## src/rtl/pipelined_multiplier_pkg.sv

```systemverilog
// Shared types and default widths for the pipelined Booth multiplier.
package multiplier_params;

  localparam int unsigned DEFAULT_DATA_WIDTH = 32;
  localparam int unsigned DEFAULT_TAG_WIDTH  = 5;

  // Operation encoding; 2'b11 is decoded as MUL by the datapath.
  typedef enum logic [1:0] {
    MUL  = 2'b00,
    MADD = 2'b01,
    MSUB = 2'b10
  } mul_op_t;

endpackage

```

## src/rtl/pipelined_multiplier_booth_partial_product.sv

```systemverilog
// One radix-4 Booth row: selects 0/x/2x, applies the (optionally inverted)
// sign as a one's complement, sign-extends to the product width and shifts
// into position. The +1 of the two's complement is returned as neg_o and is
// injected at bit 2*ROW by the reduction tree.
module booth_partial_product #(
  parameter int unsigned DATA_WIDTH = 32,
  parameter int unsigned ROW        = 0
) (
  input  logic [DATA_WIDTH:0]     mcand_i,   // multiplicand, already sign/zero extended by one bit
  input  logic [2:0]              bits_i,    // Booth triplet {y[2i+1], y[2i], y[2i-1]}
  input  logic                    invert_i,  // negate the whole product (MSUB)
  output logic [2*DATA_WIDTH-1:0] row_o,
  output logic                    neg_o
);

  localparam int unsigned MW    = DATA_WIDTH + 2;
  localparam int unsigned RW    = 2 * DATA_WIDTH;
  localparam int unsigned SHIFT = 2 * ROW;

  logic          sel_one;
  logic          sel_two;
  logic          neg;
  logic [MW-1:0] mag;
  logic [MW-1:0] val;
  logic [RW-1:0] ext;

  // Booth digit decode and row formation.
  always_comb begin
    sel_one = bits_i[0] ^ bits_i[1];
    sel_two = (bits_i[2] & ~bits_i[1] & ~bits_i[0]) |
              (~bits_i[2] & bits_i[1] & bits_i[0]);
    neg     = bits_i[2] ^ invert_i;
    mag     = '0;
    if (sel_one) begin
      mag = {mcand_i[DATA_WIDTH], mcand_i};
    end else if (sel_two) begin
      mag = {mcand_i, 1'b0};
    end
    val   = neg ? ~mag : mag;
    ext   = {{(RW - MW){val[MW-1]}}, val};
    row_o = ext << SHIFT;
    neg_o = neg;
  end

endmodule

```

## src/rtl/pipelined_multiplier.sv

```systemverilog
// Two-stage pipelined radix-4 Booth multiplier with valid/ready handshake,
// flush and sideband tag. S1 registers Booth rows, S2 registers the reduced
// result. Optional multiply-accumulate under MULTIPLIER_ACCUMULATE_EN.
module pipelined_multiplier
  import multiplier_params::*;
#(
  parameter int unsigned DATA_WIDTH = DEFAULT_DATA_WIDTH,
  parameter int unsigned TAG_WIDTH  = DEFAULT_TAG_WIDTH
) (
  input  logic                    clock,
  input  logic                    reset,
  input  logic                    flush,
  input  logic                    in_valid,
  output logic                    in_ready,
  input  logic                    in_signed,
  input  logic [1:0]              in_op,
  input  logic [DATA_WIDTH-1:0]   in_src1,
  input  logic [DATA_WIDTH-1:0]   in_src2,
  input  logic [2*DATA_WIDTH-1:0] in_acc,
  input  logic [TAG_WIDTH-1:0]    in_tag,
  output logic                    out_valid,
  input  logic                    out_ready,
  output logic [2*DATA_WIDTH-1:0] out_result,
  output logic [TAG_WIDTH-1:0]    out_tag
);

  localparam int unsigned RW    = 2 * DATA_WIDTH;
  localparam int unsigned NROWS = DATA_WIDTH / 2 + 1;

  typedef struct packed {
    logic [NROWS-1:0][RW-1:0] rows;
    logic [RW-1:0]            negs;
`ifdef MULTIPLIER_ACCUMULATE_EN
    logic [RW-1:0]            acc;
`endif
    logic [TAG_WIDTH-1:0]     tag;
  } s1_t;

  logic                     s1_valid_q;
  logic                     out_valid_q;
  s1_t                      s1_q;
  s1_t                      s1_d;
  logic [RW-1:0]            result_q;
  logic [RW-1:0]            result_d;
  logic [TAG_WIDTH-1:0]     tag_q;

  logic                     s2_adv;
  logic                     s1_adv;
  logic                     accept;
  logic                     invert;
  logic [DATA_WIDTH:0]      mcand;
  logic [DATA_WIDTH+2:0]    ybooth;
  logic [NROWS-1:0][RW-1:0] rows_d;
  logic [NROWS-1:0]         negs_d;

`ifdef MULTIPLIER_ACCUMULATE_EN
  mul_op_t                  op_c;
  logic [RW-1:0]            acc_sel;

  // Decode accumulate operations; MSUB negates the product inside the rows.
  always_comb begin
    op_c    = mul_op_t'(in_op);
    invert  = (op_c == MSUB);
    acc_sel = ((op_c == MADD) || (op_c == MSUB)) ? in_acc : '0;
  end
`else
  logic                     unused_acc_c;

  // Accumulate disabled: op and accumulator are ignored.
  assign invert       = 1'b0;
  assign unused_acc_c = ^{in_op, in_acc};
`endif

  // Handshake: S2 drains when empty or consumed, S1 follows S2.
  assign s2_adv   = ~out_valid_q | out_ready;
  assign s1_adv   = ~s1_valid_q | s2_adv;
  assign in_ready = s1_adv;
  assign accept   = in_valid & s1_adv & ~flush;

  // Operand extension: one extra bit makes unsigned operands positive.
  assign mcand  = {in_signed & in_src1[DATA_WIDTH-1], in_src1};
  assign ybooth = {{2{in_signed & in_src2[DATA_WIDTH-1]}}, in_src2, 1'b0};

  // Booth row generators, one per radix-4 digit.
  for (genvar i = 0; i < NROWS; i++) begin : g_row
    booth_partial_product #(
      .DATA_WIDTH (DATA_WIDTH),
      .ROW        (i)
    ) u_row (
      .mcand_i  (mcand),
      .bits_i   (ybooth[2*i+2 -: 3]),
      .invert_i (invert),
      .row_o    (rows_d[i]),
      .neg_o    (negs_d[i])
    );
  end

  // Assemble the S1 payload; negate bits land at each row's LSB position.
  always_comb begin
    s1_d      = '0;
    s1_d.rows = rows_d;
    for (int i = 0; i < int'(NROWS); i++) begin
      s1_d.negs[2*i] = negs_d[i];
    end
`ifdef MULTIPLIER_ACCUMULATE_EN
    s1_d.acc  = acc_sel;
`endif
    s1_d.tag  = in_tag;
  end

  // Carry-save reduction of all rows (plus accumulator) then one CPA.
  always_comb begin
    logic [RW-1:0] s;
    logic [RW-1:0] c;
    logic [RW-1:0] t;
    logic [RW-1:0] m;
    s = s1_q.rows[0];
    c = s1_q.rows[1];
    for (int k = 2; k < int'(NROWS); k++) begin
      t = s ^ c ^ s1_q.rows[k];
      m = (s & c) | (s & s1_q.rows[k]) | (c & s1_q.rows[k]);
      s = t;
      c = m << 1;
    end
    t = s ^ c ^ s1_q.negs;
    m = (s & c) | (s & s1_q.negs) | (c & s1_q.negs);
    s = t;
    c = m << 1;
`ifdef MULTIPLIER_ACCUMULATE_EN
    t = s ^ c ^ s1_q.acc;
    m = (s & c) | (s & s1_q.acc) | (c & s1_q.acc);
    s = t;
    c = m << 1;
`endif
    result_d = s + c;
  end

  // Stage valid bits: async reset, flush clears both.
  always_ff @(posedge clock or negedge reset) begin
    if (!reset) begin
      s1_valid_q  <= 1'b0;
      out_valid_q <= 1'b0;
    end else if (flush) begin
      s1_valid_q  <= 1'b0;
      out_valid_q <= 1'b0;
    end else begin
      if (s1_adv) s1_valid_q  <= accept;
      if (s2_adv) out_valid_q <= s1_valid_q;
    end
  end

  // S1 payload register, loaded only on acceptance.
  always_ff @(posedge clock) begin
    if (accept) s1_q <= s1_d;
  end

  // S2 output register; holds while stalled.
  always_ff @(posedge clock) begin
    if (s2_adv && s1_valid_q) begin
      result_q <= result_d;
      tag_q    <= s1_q.tag;
    end
  end

  assign out_valid  = out_valid_q;
  assign out_result = result_q;
  assign out_tag    = tag_q;

endmodule

```

## config.mk

```make
export PLATFORM = sky130hd
export DESIGN_NAME = pipelined_multiplier
export DESIGN_NICKNAME = d
export VERILOG_FILES = /design/src/rtl/pipelined_multiplier_pkg.sv /design/src/rtl/pipelined_multiplier_booth_partial_product.sv /design/src/rtl/pipelined_multiplier.sv
export SDC_FILE = /design/constraint.sdc
export NUM_CORES = 2
export LEC_CHECK = 0
export ABC_AREA = 1
export CELL_PAD_IN_SITES_DETAIL_PLACEMENT = 0
export CELL_PAD_IN_SITES_GLOBAL_PLACEMENT = 2
export CORE_MARGIN = 1.5
export CORE_UTILIZATION = 39
export DETAILED_ROUTE_END_ITERATION = 10
export PLACE_DENSITY = 0.76
export SLEW_MARGIN = 10
export SYNTH_ARGS = -nofsm -noshare
export SYNTH_HDL_FRONTEND = slang
export SYNTH_HIERARCHICAL = 1
export SYNTH_SLANG_ARGS = --single-unit
```

## constraint.sdc

```tcl
create_clock -name clock -period 21.4 [get_ports clock]
set_input_delay 5.35 -clock clock [delete_from_list [all_inputs] [get_ports clock]]
set_output_delay 5.35 -clock clock [all_outputs]
set_load 0.05 [all_outputs]
```

==> results.sh <==
export IMPL_place_gp_congestion=0.847
export IMPL_cts_buffers=145
export IMPL_cts_hold_fix_buffers=0
export IMPL_rsz0062_at_grt="no"
export IMPL_worstMarginPinSlew_ps=1780
export IMPL_cts_htree_levels=4
export IMPL_cts_sinks=1181
export IMPL_drc=0
export IMPL_grt_use_met2=0.326
export IMPL_timing_critical_path_slowest_cell_delay_ps=800
export IMPL_post_drt_wl_per_cell_um=21.2
export IMPL_row_count=168
export IMPL_synthCells=7811
export IMPL_nFillCells=19700
export IMPL_status="finished, violations left"
export IMPL_yosys_warnings=6
export IMPL_fin_ws_ps=9150
export IMPL_grtUsageMet3=0.0287
export IMPL_drive_above_1_share=0.0573
export IMPL_synth_avg_cell_area_um2=10.6
export IMPL_dp_hpwl_um=160000
export IMPL_pre_cts_slack_ps=9150
export IMPL_critical_path_most_common_cell="clkdlybuf4s50_1"
export IMPL_grtUsageTotal=0.209
export IMPL_r2r_start="s1_q[94]"
export IMPL_min_path_type="reg2reg"
export IMPL_num_io_pins=212
export IMPL_final_area_um2=88700
export IMPL_slew_headroom=-0.191
export IMPL_async_reset_ff_frac=0.00169
export IMPL_antenna_found_initial=6
export IMPL_place_area_um2=84100
export IMPL_max_freq_mhz=81.6
export IMPL_vias_per_cell=5.19
export IMPL_yosys_most_used_dff="edfxtp_1"
export IMPL_hold_viol=0
export IMPL_grt_overflow_total=0
export IMPL_detailedRoute_firstIterationViolations=4573
export IMPL_setup_viol=0
export IMPL_finalCritPeriodShare=0.572
export IMPL_fp_dieW_um=463
export IMPL_fin_cells=10600
export IMPL_fin_nets=8888
export IMPL_dieHeight_um=463
export IMPL_multi_input_area_um2=41200
export IMPL_synth_seq_area_share=0.429
export IMPL_register_area_um2=35500
export IMPL_placement_io_buffers=145
export IMPL_start_util=0.393
export IMPL_root_buffer="clkbuf_16"
export IMPL_syn_to_final_growth_pct=7.36
export IMPL_worst_setup_path_end_kind="output pin"
export IMPL_first_pass_iters=6
export IMPL_cpMaxStageDelayCell="clkdlybuf4s50_1"
export IMPL_syn_area_um2=82600
export IMPL_postCtsResizedCells=0
export IMPL_hold_slack_ps=417
export IMPL_clkLatencyLatePin_ps=800
export IMPL_critPathLaunch="out_ready"
export IMPL_grt_pass1_wl_um=346000
export IMPL_min_from="s1_q[0]"
export IMPL_maxSlewViolCount=67
export IMPL_synth_edf_count=1179
export IMPL_clk_pin_slew_ps=60
export IMPL_cts_setup_buffers=0
export IMPL_period_minus_slack_ps=12250
export IMPL_cts_max_path_buffers=3
export IMPL_crit_path_start_kind="primary input"
export IMPL_met1_usage=0.304
export IMPL_cap_violations=0
export IMPL_grt_pass1_vias=56200
export IMPL_cp_cell_sequence="clkdlybuf4s50_1 > inv_12 > nand3_4 > clkdlybuf4s50_1"
export IMPL_dieArea_um2=215000
export IMPL_skew_ps=43.2
export IMPL_cp_required_ps=16050
export IMPL_coreArea_um2=210000
export IMPL_cts_tree="done"
export IMPL_detail_route_wirelength_um=224000
export IMPL_synth_distinct_cells=49
export IMPL_path_class="in2out"
export IMPL_grt_max_degree=165
export IMPL_via_count=55000
export IMPL_cp_arrival_ps=6900
export IMPL_cp_max_fo=3
export IMPL_ant_nets=0
export IMPL_yosys_register_bits=1181
export IMPL_grt_busiest_layer="met2"
export IMPL_violations="max-slew violations"
export IMPL_dp_cells=10300
-- synthesized netlist by cell type, types with 14 or more instances --
master / number / area, µm²
a21oi_1: 90 / 450
buf_2: 207 / 1040
buf_4: 560 / 4200
clkbuf_1: 48 / 180
conb_1: 17 / 63.8
edfxtp_1: 1179 / 35400
fa_1: 948 / 19000
ha_1: 123 / 1540
inv_1: 409 / 1540
inv_2: 41 / 154
nand2_1: 2089 / 7840
nand3_1: 1683 / 8420
nand4_1: 15 / 93.8
nor2_1: 136 / 510
o21ai_0: 42 / 210
o21bai_1: 15 / 113
xnor2_1: 14 / 123
xnor2_2: 17 / 277
xor2_1: 80 / 701
-- flip-flops by register name (all words and copies together) (netlist names) --
register    flops
s1_q         1110
out_result     64
out_tag         5
s1_valid_q      1
out_valid       1
-- placed cells by master (no fill, tap or decap), types with 11 or more instances in the layout --
cell / synthesis / layout
nor2_1: 136 / 136
clkinv_2: 0 / 21
edfxtp_1: 1179 / 1179
o21ai_0: 42 / 42
nand2_2: 9 / 29
xnor2_1: 14 / 14
nand2_1: 2089 / 2069
nand4_1: 15 / 15
xnor2_2: 17 / 17
conb_1: 17 / 293
clkinv_1: 0 / 35
clkbuf_16: 0 / 148
fa_1: 948 / 948
clkdlybuf4s50_1: 0 / 131
a21oi_1: 90 / 89
inv_1: 409 / 407
inv_2: 41 / 41
xor2_1: 80 / 75
clkbuf_1: 48 / 31
buf_2: 207 / 14
nand3_1: 1683 / 1682
o21bai_1: 15 / 15
nor2_2: 11 / 11
buf_4: 560 / 111
ha_1: 123 / 123
-- layout make-up --
cell class / instances / area share
antenna: 3 / 0.0000847
multi-input combinational: 5641 / 0.465
sequential: 1181 / 0.400
inverter: 450 / 0.0192
clock inverter: 81 / 0.00834
tap: 2805 / 0.0396
clock buffer: 179 / 0.0431
timing repair buffer: 257 / 0.0252
-- stage by stage --
stage | setup TNS [ps] | utilization
4_1_cts | 0 | 0.422
2_1_floorplan | -1581920 | -
3_5_place_dp | 0 | 0.400
3_3_place_gp | 0 | 0.400
5_1_grt | 0 | 0.422
6_report | 0 | 0.422
-- routing by layer --
metal,part of all wire,up-vias,wire length (µm)
li1,-,25200,-
met1,0.46,27700,104000
met2,0.45,1765,102000
met3,0.056,378,12600
met4,0.027,8,6100
met5,0.00023,-,52
-- final timing paths --
path	end	slack, ps	depth (start not counted)
worst min-delay path	out_tag[0]	420	0
min in group asynchronous	s1_valid_q	4740	1
worst min register to register	out_tag[0]	420	0
worst max-delay path	in_ready	9150	4
worst max register to register	out_result[63]	10490	30
max in group asynchronous	out_valid	16530	1
-- cells by family (layout without fill, tap and decap cells) --
group / Yosys count / after routing / synth area share
flip-flops: 1181 / 1181 / 0.429
AND/OR/NAND/NOR: 3977 / 3977 / 0.209
other: 17 / 296 / 0.000773
buffers and inverters: 1265 / 967 / 0.0861
adder cells (fa/ha/maj): 1071 / 1071 / 0.248
AO/OA/AOI/OAI: 189 / 189 / 0.0131
XOR/XNOR: 111 / 111 / 0.0133
-- worst max-delay path, delay by kind of cell --
family                 cells  cell delay (ps)
buffers and inverters      3             1480
AND/OR/NAND/NOR            1               70
Power is not shown: default switching activity piles up to over one toggle a cycle in this logic, so the estimate is an artifact.
